[src/rtl/nn_pkg.sv]
// Shared definitions for the neural-network layer stages: operand widths,
// the MAC sequencing states and the common round/shift/saturate helper.
package nn_pkg;

    localparam int ACT_W     = 8;
    localparam int WGT_W     = 8;
    localparam int BIAS_W    = 16;
    localparam int PROD_W    = ACT_W + WGT_W;
    localparam int SAT_ACC_W = 64;

    typedef enum logic [1:0] {
        ACC   = 2'd0,
        SCALE = 2'd1,
        HOLD  = 2'd2
    } mac_state_t;

    // Returns {sat, value[7:0]}. The rounding is half toward +inf because the
    // half-LSB is added before the arithmetic (floor) shift.
    function automatic logic [8:0] sat_round(input logic signed [SAT_ACC_W-1:0] acc,
                                             input int unsigned shift);
        logic signed [SAT_ACC_W-1:0] r;
        r = (acc + (64'sd1 <<< (shift - 1))) >>> shift;
        if (r > 64'sd127) begin
            return {1'b1, 8'h7f};
        end else if (r < -64'sd128) begin
            return {1'b1, 8'h80};
        end else begin
            return {1'b0, r[7:0]};
        end
    endfunction

endpackage

[src/rtl/mac_round_sat.sv]
// Combinational rescale of the accumulator to the signed 8-bit sigmoid input:
// round, arithmetic shift right by SHIFT, then clip to [-128, 127].
module mac_round_sat
    import nn_pkg::*;
#(
    parameter int ACC_W = 24,
    parameter int SHIFT = 4
) (
    input  logic signed [ACC_W-1:0] acc,
    output logic        [ACT_W-1:0] value,
    output logic                    sat
);

    logic signed [SAT_ACC_W-1:0] acc_ext;
    logic        [8:0]           rs;

    assign acc_ext = SAT_ACC_W'(acc);
    assign rs      = sat_round(acc_ext, 32'(SHIFT));
    assign sat     = rs[8];
    assign value   = rs[7:0];

endmodule

[src/rtl/neuron_mac.sv]
// Pre-activation stage of one neuron: multiply-accumulates N_INPUTS (x, w)
// pairs onto a bias, then rescales/saturates and holds the result for the sigmoid.
module neuron_mac
    import nn_pkg::*;
#(
    parameter int N_INPUTS = 4,
    parameter int ACC_W    = 24,
    parameter int SHIFT    = 4
) (
    input  logic                     clk,
    input  logic                     rst,
    input  logic                     in_valid,
    output logic                     in_ready,
    input  logic signed [ACT_W-1:0]  x_in,
    input  logic signed [WGT_W-1:0]  w_in,
    input  logic signed [BIAS_W-1:0] bias_in,
    output logic                     out_valid,
    input  logic                     out_ready,
    output logic signed [ACT_W-1:0]  pre_act,
    output logic                     sat
);

    localparam int CNT_W = (N_INPUTS > 1) ? $clog2(N_INPUTS) : 1;
    localparam logic [CNT_W-1:0] LAST_BEAT = CNT_W'(N_INPUTS - 1);

    generate
        if (N_INPUTS < 1 || N_INPUTS > 128) begin : g_bad_n_inputs
            $error("neuron_mac: N_INPUTS must be in 1..128");
        end
        if (SHIFT < 1 || SHIFT > 15) begin : g_bad_shift
            $error("neuron_mac: SHIFT must be in 1..15");
        end
        // Sized so the worst-case sum of N_INPUTS products plus bias cannot wrap.
        if (ACC_W < 17 + $clog2(N_INPUTS) || ACC_W > SAT_ACC_W) begin : g_bad_acc_w
            $error("neuron_mac: ACC_W too small for N_INPUTS (or wider than 64)");
        end
    endgenerate

    mac_state_t               state_reg;
    logic [CNT_W-1:0]         cnt_reg;
    logic signed [ACC_W-1:0]  acc_reg;
    logic signed [ACT_W-1:0]  pre_act_reg;
    logic                     sat_reg;

    logic signed [PROD_W-1:0] prod;
    logic signed [ACC_W-1:0]  prod_ext;
    logic signed [ACC_W-1:0]  bias_ext;
    logic        [ACT_W-1:0]  rnd_value;
    logic                     rnd_sat;

    assign prod     = x_in * w_in;
    assign prod_ext = ACC_W'(prod);
    assign bias_ext = ACC_W'(bias_in);

    mac_round_sat #(
        .ACC_W (ACC_W),
        .SHIFT (SHIFT)
    ) u_round_sat (
        .acc   (acc_reg),
        .value (rnd_value),
        .sat   (rnd_sat)
    );

    always_ff @(posedge clk or posedge rst) begin
        if (rst) begin
            state_reg   <= ACC;
            cnt_reg     <= '0;
            acc_reg     <= '0;
            pre_act_reg <= '0;
            sat_reg     <= 1'b0;
        end else begin
            case (state_reg)
                ACC: begin
                    if (in_valid) begin
                        if (cnt_reg == '0) begin
                            acc_reg <= bias_ext + prod_ext;
                        end else begin
                            acc_reg <= acc_reg + prod_ext;
                        end
                        // With N_INPUTS = 1 beat 0 is also the last beat.
                        if (cnt_reg == LAST_BEAT) begin
                            cnt_reg   <= '0;
                            state_reg <= SCALE;
                        end else begin
                            cnt_reg <= cnt_reg + CNT_W'(1);
                        end
                    end
                end
                SCALE: begin
                    pre_act_reg <= rnd_value;
                    sat_reg     <= rnd_sat;
                    state_reg   <= HOLD;
                end
                HOLD: begin
                    if (out_ready) begin
                        state_reg <= ACC;
                    end
                end
                default: begin
                    state_reg <= ACC;
                end
            endcase
        end
    end

    // Handshake flags decode straight from the state register, so neither
    // ready depends combinationally on the other side of the block.
    assign in_ready  = (state_reg == ACC);
    assign out_valid = (state_reg == HOLD);
    assign pre_act   = pre_act_reg;
    assign sat       = sat_reg;

endmodule
[config.mk]
export PLATFORM = sky130hd
export DESIGN_NAME = neuron_mac
export DESIGN_NICKNAME = d
export VERILOG_FILES = /design/src/rtl/nn_pkg.sv /design/src/rtl/mac_round_sat.sv /design/src/rtl/neuron_mac.sv
export SDC_FILE = /design/constraint.sdc
export NUM_CORES = 1
export LEC_CHECK = 0
export CAP_MARGIN = 20
export CORE_ASPECT_RATIO = 0.9
export CORE_MARGIN = 1.5
export CORE_UTILIZATION = 62
export CTS_BUF_LIST = sky130_fd_sc_hd__clkbuf_8
export CTS_CLUSTER_SIZE = 8
export DETAILED_ROUTE_END_ITERATION = 6
export PLACE_DENSITY = 0.81
export SYNTH_ARGS = -nofsm -noshare
export SYNTH_HDL_FRONTEND = slang
export SYNTH_SLANG_ARGS = --single-unit
[constraint.sdc]
create_clock -name clk -period 3.9 [get_ports clk]
set_clock_uncertainty 0.1 [all_clocks]
set_input_delay 0.585 -clock clk [delete_from_list [all_inputs] [get_ports clk]]
set_output_delay 0.585 -clock clk [all_outputs]
set_load 0.01 [all_outputs]
==> results of run 1 <==
[metrics by stage]
stage	hold WS, ps	TNS [ps]	setup slack, ps	std cells
after floorplan	356	-25240	-2220	746
after global placement	359	-43460	-2940	1055
after detailed placement	370	-47780	-3200	1055
after CTS	387	-31860	-2410	1085
[layer usage]
| layer | GRT usage | GRT overflow |
|---|---|---|
| met2 | 0.929 | 36 |
| met5 | 0.129 | 0 |
| met4 | 0.838 | 20 |
| met1 | 0.770 | 0 |
| met3 | 0.612 | 1 |
[timing repair]
action                     4_1_cts
cloned                           0
setup endpoints to repair       21
gates resized for setup        171
buffers inserted                25
pin swaps                       83
[logic make-up after synthesis]
group | count (synthesis) | synth area share
compound gates | 173 | 0.182
simple gates | 227 | 0.185
buf+inv | 117 | 0.0703
fa+ha+maj | 129 | 0.325
xor+xnor | 58 | 0.0809
flops | 37 | 0.147
mux | 5 | 0.00837
==> flow_metrics.env, run 1 <==
export IMPL_outcome="did not finish"
export IMPL_stop_stage="global routing"
export IMPL_error="[ERROR GRT-0232] Routing congestion too high. Check the congestion heatmap in the GUI."
export IMPL_synth_top_area_frac=0.182
export IMPL_synth_top_flop_cell="dfrtp_1"
export IMPL_clock_path_buffers=2
export IMPL_holdBufCountCts=0
export IMPL_synth_most_common_cell="inv_1"
export IMPL_clock_sinks=37
export IMPL_synth_nets=911
export IMPL_synth_edf_count=0
export IMPL_routabilityCongestion=0.958
export IMPL_grt_ovfl_total=57
export IMPL_synthArstFlopShare=1.00
export IMPL_yosys_top_cells_count="inv_1 (104), ha_1 (72), fa_1 (57)"
export IMPL_crit_endpoint="acc_reg[23]$_DFFE_PP0P_/D"
export IMPL_port_buffers=46
export IMPL_postPlaceCellArea_sq_mm=0.00825
export IMPL_cts_root_buf="clkbuf_8"
export IMPL_synth_top_area_cell="fa_1"
export IMPL_initial_utilization=0.645
export IMPL_avgSynthCellArea_sq_um=8.42
export IMPL_synth_warnings=0
export IMPL_yosys_top_cells_area="fa_1 (18%), dfrtp_1 (15%), ha_1 (14%), inv_1 (6.2%), and2_1 (4.8%)"
export IMPL_synth_cell_types=63
export IMPL_grt_usage=0.773
export IMPL_dp_hpwl_um=14500
export IMPL_ios=47
export IMPL_ctsHtreeMaxLevel=2
export IMPL_numCtsBuffers=5
export IMPL_grt_max_degree=38
export IMPL_die_w_um=109
export IMPL_syn_inst=746
export IMPL_synth_area_sq_mm=0.00628
export IMPL_die_y_um=98.5
export IMPL_synth_seq_cells=37
export IMPL_core_rowCount=34
export IMPL_seq_area_frac_synth=0.147
export IMPL_endpoint_type="register data pin"
==> run 2, diff against run 1 <==
- CORE_ASPECT_RATIO: 0.9 -> default
- CORE_UTILIZATION: 62 -> 40
- CTS_BUF_LIST: sky130_fd_sc_hd__clkbuf_8 -> default
- CTS_CLUSTER_SIZE: 8 -> default
- PLACE_DENSITY: 0.81 -> default
- PLACE_DENSITY_LB_ADDON: default -> 0.15
==> run 2 against run 1 <==
The flow now finishes, with violations (setup timing). Area after synthesis unchanged. Synthesized cell count unchanged.
==> flow_metrics.env, run 2 <==
export IMPL_worstPathRequired_ps=4020
export IMPL_layout_drive_gt1_share=0.375
export IMPL_outcome="finished with violations"
export IMPL_cp_slowest_stage_delay_ps=520
export IMPL_slew_violations=0
export IMPL_area_growth_pct=53.2
export IMPL_grt_pass1_wl_um=29800
export IMPL_wire_per_inst_um=15.0
export IMPL_hold_viol=0
export IMPL_regArea_sq_um=926
export IMPL_ant_nets=0
export IMPL_viasPerCell=5.11
export IMPL_post_route_min_period_ps=6350
export IMPL_routabilityCongestion=0.896
export IMPL_hold_end="pre_act[3]$_DFFE_PP0N_"
export IMPL_avgSynthCellArea_sq_um=8.42
export IMPL_synth_area_sq_mm=0.00628
export IMPL_violations="setup timing"
export IMPL_vias=6083
export IMPL_layout_setup_ws_ps=-2450
export IMPL_synth_seq_cells=37
export IMPL_synth_cell_types=63
export IMPL_synth_top_area_cell="fa_1"
export IMPL_core_rowCount=45
export IMPL_cts_root_buf="clkbuf_16"
export IMPL_final_area_sq_mm=0.00962
export IMPL_dieArea_sq_mm=0.0165
export IMPL_tritoncts="done"
export IMPL_numCtsBuffers=5
export IMPL_worstSetupPathType="input port to register"
export IMPL_synth_nets=911
export IMPL_ctsHtreeMaxLevel=2
export IMPL_worst_r2r_setup_slack_ps=600
export IMPL_whs_path_depth=2
export IMPL_grt_max_degree=38
export IMPL_die_w_um=128
export IMPL_timing_rr_start="acc_reg[1]$_DFFE_PP0P_"
export IMPL_postPlaceCellArea_sq_mm=0.00843
export IMPL_yosys_top_cells_count="inv_1 (104), ha_1 (72), fa_1 (57)"
export IMPL_whs_ps=379
export IMPL_start_kind="input port"
export IMPL_ios=47
export IMPL_drc=0
export IMPL_synth_edf_count=0
export IMPL_synth_top_flop_cell="dfrtp_1"
export IMPL_grt_usage=0.223
export IMPL_synthArstFlopShare=1.00
export IMPL_worstPathArrival_ps=6470
export IMPL_tightestPinTransition_ps=1100
export IMPL_critPathBufInv=4
export IMPL_drt_first_pass_iters=7
export IMPL_yosys_top_cells_area="fa_1 (18%), dfrtp_1 (15%), ha_1 (14%), inv_1 (6.2%), and2_1 (4.8%)"
export IMPL_nFillCells=1289
export IMPL_multi_input_area_sq_mm=0.00590
export IMPL_dp_hpwl_um=13900
export IMPL_layout_worst_path_cycle_share=1.63
export IMPL_grt_ovfl_total=0
export IMPL_seq_area_frac_synth=0.147
export IMPL_nets=1143
export IMPL_path_clk_slew_ps=60
export IMPL_setup_viol=19
export IMPL_max_slew_margin_rel=0.266
export IMPL_grt_pass1_vias=6535
export IMPL_drv_cap=0
export IMPL_antenna_found_initial=1
export IMPL_layout_commonest_cell="buf_4"
export IMPL_clock_path_buffers=2
export IMPL_syn_inst=746
export IMPL_largest_register_ffs=24
export IMPL_rr_worst_depth=11
export IMPL_insertion_delay_ps=290
export IMPL_slowest_stage="fa_1"
export IMPL_hold_path_class="register to register"
export IMPL_port_buffers=46
export IMPL_worstHoldStart="pre_act[3]$_DFFE_PP0N_"
export IMPL_holdBufCountCts=0
export IMPL_cp_top_family="compound AO/OA/AOI/OAI gates"
export IMPL_final_cell_mix="buf_4 (164), inv_1 (88), fa_1 (54), nand2_1 (51)"
export IMPL_coreArea_sq_mm=0.0153
export IMPL_drt_iter0_markers=310
export IMPL_crit_path_end_kind="register"
export IMPL_worst_r2r_endpoint="acc_reg[23]$_DFFE_PP0P_"
export IMPL_clock_sinks=37
export IMPL_synth_warnings=0
export IMPL_drt_wl_total_um=17800
export IMPL_initial_utilization=0.412
export IMPL_synth_top_area_frac=0.182
export IMPL_path_max_fanout=5
export IMPL_rsz0062_at_grt="true"
export IMPL_max_freq_mhz=158
export IMPL_die_y_um=128
export IMPL_synth_most_common_cell="inv_1"
-- run 2: cell counts after synthesis --
Identical to the previous run, type by type.
-- run 2: layer usage --
layer  track usage  share of wire
met4        0.0661          0.022
met5             0              0
met1         0.260           0.42
met3        0.0192          0.028
met2         0.432           0.53
-- run 2: logic make-up after synthesis --
logic type / Yosys count / share of synthesized area
DFF: 37 / 0.147
buffers and inverters: 117 / 0.0703
adders and majority gates: 129 / 0.325
and+or+nand+nor: 227 / 0.185
xor gates and xnor gates: 58 / 0.0809
AOI/OAI and AO/OA: 173 / 0.182
muxes: 5 / 0.00837
-- run 2: through the flow --
| step | cells | TNS, ps | setup WS [ps] | utilization |
|---|---|---|---|---|
| finish | 1191 | -30700 | -2450 | 0.631 |
| global route | 1190 | -35000 | -2750 | 0.631 |
| CTS | 1184 | -30800 | -2420 | 0.611 |
| detailed placement | 1149 | -46790 | -3330 | 0.552 |
| global placement | 1149 | -45030 | -3020 | 0.552 |
| floorplan | 746 | -25240 | -2220 | - |
-- run 2: worst register-to-register path: stages (launching register included) --
cell	delay, ps
dfrtp_1	410
ha_1	320
a211oi_1	230
buf_4	180
o311a_4	200
o31ai_4	100
a2111oi_4	420
o21ai_2	150
a2111oi_4	430
o21ai_2	130
a2111oi_4	390
nand4b_1	160
-- run 2: timing repair --
| item | CTS | global route |
|---|---|---|
| gates resized for setup | 193 | 50 |
| endpoints found under the setup margin | 20 | 20 |
| pin swaps | 104 | 63 |
| buffers inserted | 32 | 10 |
-- run 2: cell type report --
class / instances / area share
multi-input combinational: 592 / 0.613
antenna: 1 / 0.000260
tap: 211 / 0.0274
sequential: 37 / 0.0962
timing repair buffer: 237 / 0.207
inverter: 105 / 0.0410
clock buffer: 5 / 0.0130
clock inverter: 3 / 0.00221
-- run 2: worst max-delay path by stage --
stage | slack (ps) | to | cells past startpoint | start
4_1_cts | -2420 | acc_reg[23]$_DFFE_PP0P_ | 28 | w_in[2]
2_1_floorplan | -2220 | acc_reg[23]$_DFFE_PP0P_ | 27 | x_in[5]
6_report | -2450 | acc_reg[23]$_DFFE_PP0P_ | 29 | w_in[1]
3_5_place_dp | -3330 | acc_reg[23]$_DFFE_PP0P_ | 26 | w_in[7]
3_3_place_gp | -3020 | acc_reg[23]$_DFFE_PP0P_ | 26 | w_in[7]
5_1_grt | -2750 | acc_reg[23]$_DFFE_PP0P_ | 29 | w_in[1]
Power of run 2 is not shown: default switching activity piles up to over one toggle a cycle in this logic, so the estimate is an artifact.
==> run 3, diff against run 2 <==
- SYNTH_HIERARCHICAL: default -> 1
==> run 3 against run 2 <==
The flow still finishes with violations (setup timing). Critical path depth shrank 5. Register-to-register slack gained 240 ps. Area after synthesis grew 7.3%. Wire length grew 0.34%. Highest routed layer unchanged. Worst setup slack gained 280 ps. Worst hold slack gained 11 ps.
==> flow_metrics.env, run 3 <==
export IMPL_port_buffers=46
export IMPL_grt_pass1_vias=6578
export IMPL_dieArea_sq_mm=0.0176
export IMPL_synth_top_flop_cell="dfrtp_1"
export IMPL_antenna_found_initial=0
export IMPL_syn_inst=785
export IMPL_synthArstFlopShare=1.00
export IMPL_largest_register_ffs=24
export IMPL_holdBufCountCts=0
export IMPL_path_max_fanout=5
export IMPL_yosys_top_cells_count="inv_1 (110), ha_1 (72), fa_1 (57)"
export IMPL_ant_nets=0
export IMPL_fin_util=0.601
export IMPL_core_rowCount=47
export IMPL_tritoncts="done"
export IMPL_synth_top_area_frac=0.169
export IMPL_nets=1166
export IMPL_die_w_um=133
export IMPL_slew_violations=0
export IMPL_vias=6283
export IMPL_path_clk_slew_ps=60
export IMPL_routabilityCongestion=0.865
export IMPL_synth_edf_count=0
export IMPL_setup_viol=19
export IMPL_post_route_min_period_ps=6070
export IMPL_grt_pass1_wl_um=30200
export IMPL_hold_viol=0
export IMPL_synth_cell_types=75
export IMPL_max_slew_margin_rel=0.342
export IMPL_grt_ovfl_total=0
export IMPL_layout_drive_gt1_share=0.384
export IMPL_worstPathArrival_ps=6160
export IMPL_insertion_delay_ps=290
export IMPL_coreArea_sq_mm=0.0165
export IMPL_seq_area_frac_synth=0.137
export IMPL_avgSynthCellArea_sq_um=8.58
export IMPL_max_freq_mhz=165
export IMPL_clock_sinks=37
export IMPL_drc=0
export IMPL_synth_warnings=6
export IMPL_worstSetupPathType="input port to register"
export IMPL_drt_first_pass_iters=4
export IMPL_dp_hpwl_um=14500
export IMPL_grt_max_degree=45
export IMPL_synth_nets=950
export IMPL_initial_utilization=0.408
export IMPL_synth_most_common_cell="inv_1"
export IMPL_hold_path_class="register to register"
export IMPL_setup_tns_final_ps=-30640
export IMPL_synth_top_area_cell="fa_1"
export IMPL_worstPathRequired_ps=3990
export IMPL_ctsHtreeMaxLevel=2
export IMPL_numCtsBuffers=5
export IMPL_area_growth_pct=47.4
export IMPL_tightestPinTransition_ps=985
export IMPL_grt_usage=0.206
export IMPL_synth_area_sq_mm=0.00674
export IMPL_ios=47
export IMPL_drt_iter0_markers=202
export IMPL_wire_per_inst_um=14.6
export IMPL_layout_commonest_cell="buf_4"
export IMPL_crit_path_end_kind="register"
export IMPL_violations="setup timing"
export IMPL_final_cell_mix="buf_4 (153), inv_1 (95), fa_1 (54), ha_1 (50), nand2_1 (42)"
export IMPL_yosys_top_cells_area="fa_1 (17%), dfrtp_1 (14%), ha_1 (13%), inv_1 (6.1%), xnor2_1 (5.1%)"
export IMPL_outcome="finished with violations"
export IMPL_cts_root_buf="clkbuf_16"
export IMPL_clock_path_buffers=2
export IMPL_viasPerCell=5.14
export IMPL_die_y_um=133
export IMPL_drt_wl_total_um=17900
export IMPL_start_kind="input port"
export IMPL_rsz0062_at_grt="true"
export IMPL_antenna_cells=0
export IMPL_synth_seq_cells=37
export IMPL_layout_setup_ws_ps=-2170
export IMPL_drv_cap=0
export IMPL_layout_worst_path_cycle_share=1.56
==> run 3: changes by cell type after synthesis, sizes merged, moves of 8 or more <==
| cell | delta |
|---|---|
| mux2 | +10 |
| o21ai | -10 |
| nor2 | -11 |
| a21oi | +8 |
==> run 3: cell type report <==
cell class | count | area (sq um)
clock buffer | 7 | 143
clock inverter | 1 | 30.0
fill | 1384 | 6590
inverter | 110 | 413
multi-input combinational | 622 | 6240
sequential | 37 | 926
tap | 220 | 275
timing repair buffer | 225 | 1900
==> run 3: timing repair <==
item / CTS / global route
cloned: 0 / 0
pin swaps: 80 / 65
setup buffers: 14 / 17
setup endpoints to repair: 21 / 20
gates resized for setup: 173 / 69
==> run 3: per-layer routing <==
metal / routed length (um) / track usage / part of all wire
met5: 0 / 0 / 0
met4: 229 / 0.0476 / 0.013
met3: 520 / 0.0207 / 0.029
met2: 9560 / 0.401 / 0.53
met1: 7570 / 0.242 / 0.42
==> run 3: logic make-up (layout without fill, tap and decap cells) <==
kind of cell,count (synthesis),in the layout,synth area share
AND/OR/NAND/NOR,232,232,0.193
AO/OA/AOI/OAI,183,183,0.186
adder cells (fa/ha/maj),129,129,0.303
buffers and inverters,126,343,0.0720
XOR/XNOR,56,56,0.0728
flip-flops,37,37,0.137
multiplexers,22,22,0.0355
==> run 3: path summary, 6_finish.rpt <==
check / startpoint / endpoint / slack [ps] / depth (start not counted)
setup / recovery: x_in[4] / acc_reg[23]$_DFFE_PP0P_ / -2170 / 24
hold / removal: acc_reg[0]$_DFFE_PP0P_ / acc_reg[0]$_DFFE_PP0P_ / 390 / 2
setup reg to reg: acc_reg[0]$_DFFE_PP0P_ / acc_reg[10]$_DFFE_PP0P_ / 840 / 12
hold reg to reg: acc_reg[0]$_DFFE_PP0P_ / acc_reg[0]$_DFFE_PP0P_ / 390 / 2
max in group asynchronous: rst / cnt_reg[1]$_DFFE_PP0P_ / 2310 / 3
min in group asynchronous: rst / acc_reg[12]$_DFFE_PP0P_ / 630 / 2
==> run 3: per-stage QoR <==
step	area [sq um]	hold slack [ps]	std cells	setup WS, ps
after global routing	9930	427	1222	-2410
after floorplan	7020	356	785	-2240
final	9930	390	1222	-2170
after CTS	9530	395	1208	-2270
after detailed placement	8810	382	1186	-3060
after global placement	8810	370	1186	-2980
==> run 3: worst max-delay path, cell delays in order <==
cell	delay (ps)
buf_8	100
buf_4	120
buf_4	130
and2_1	160
fa_1	490
fa_1	530
fa_1	540
inv_1	60
fa_1	520
inv_1	40
ha_1	300
and3_1	180
nand3_2	100
a31oi_2	240
xnor2_2	170
buf_6	170
ha_1	340
nand2_2	100
buf_4	150
a21oi_1	250
o2111ai_2	190
and3_1	220
or2_4	240
o311ai_4	200
Power of run 3 is left out for the same reason.
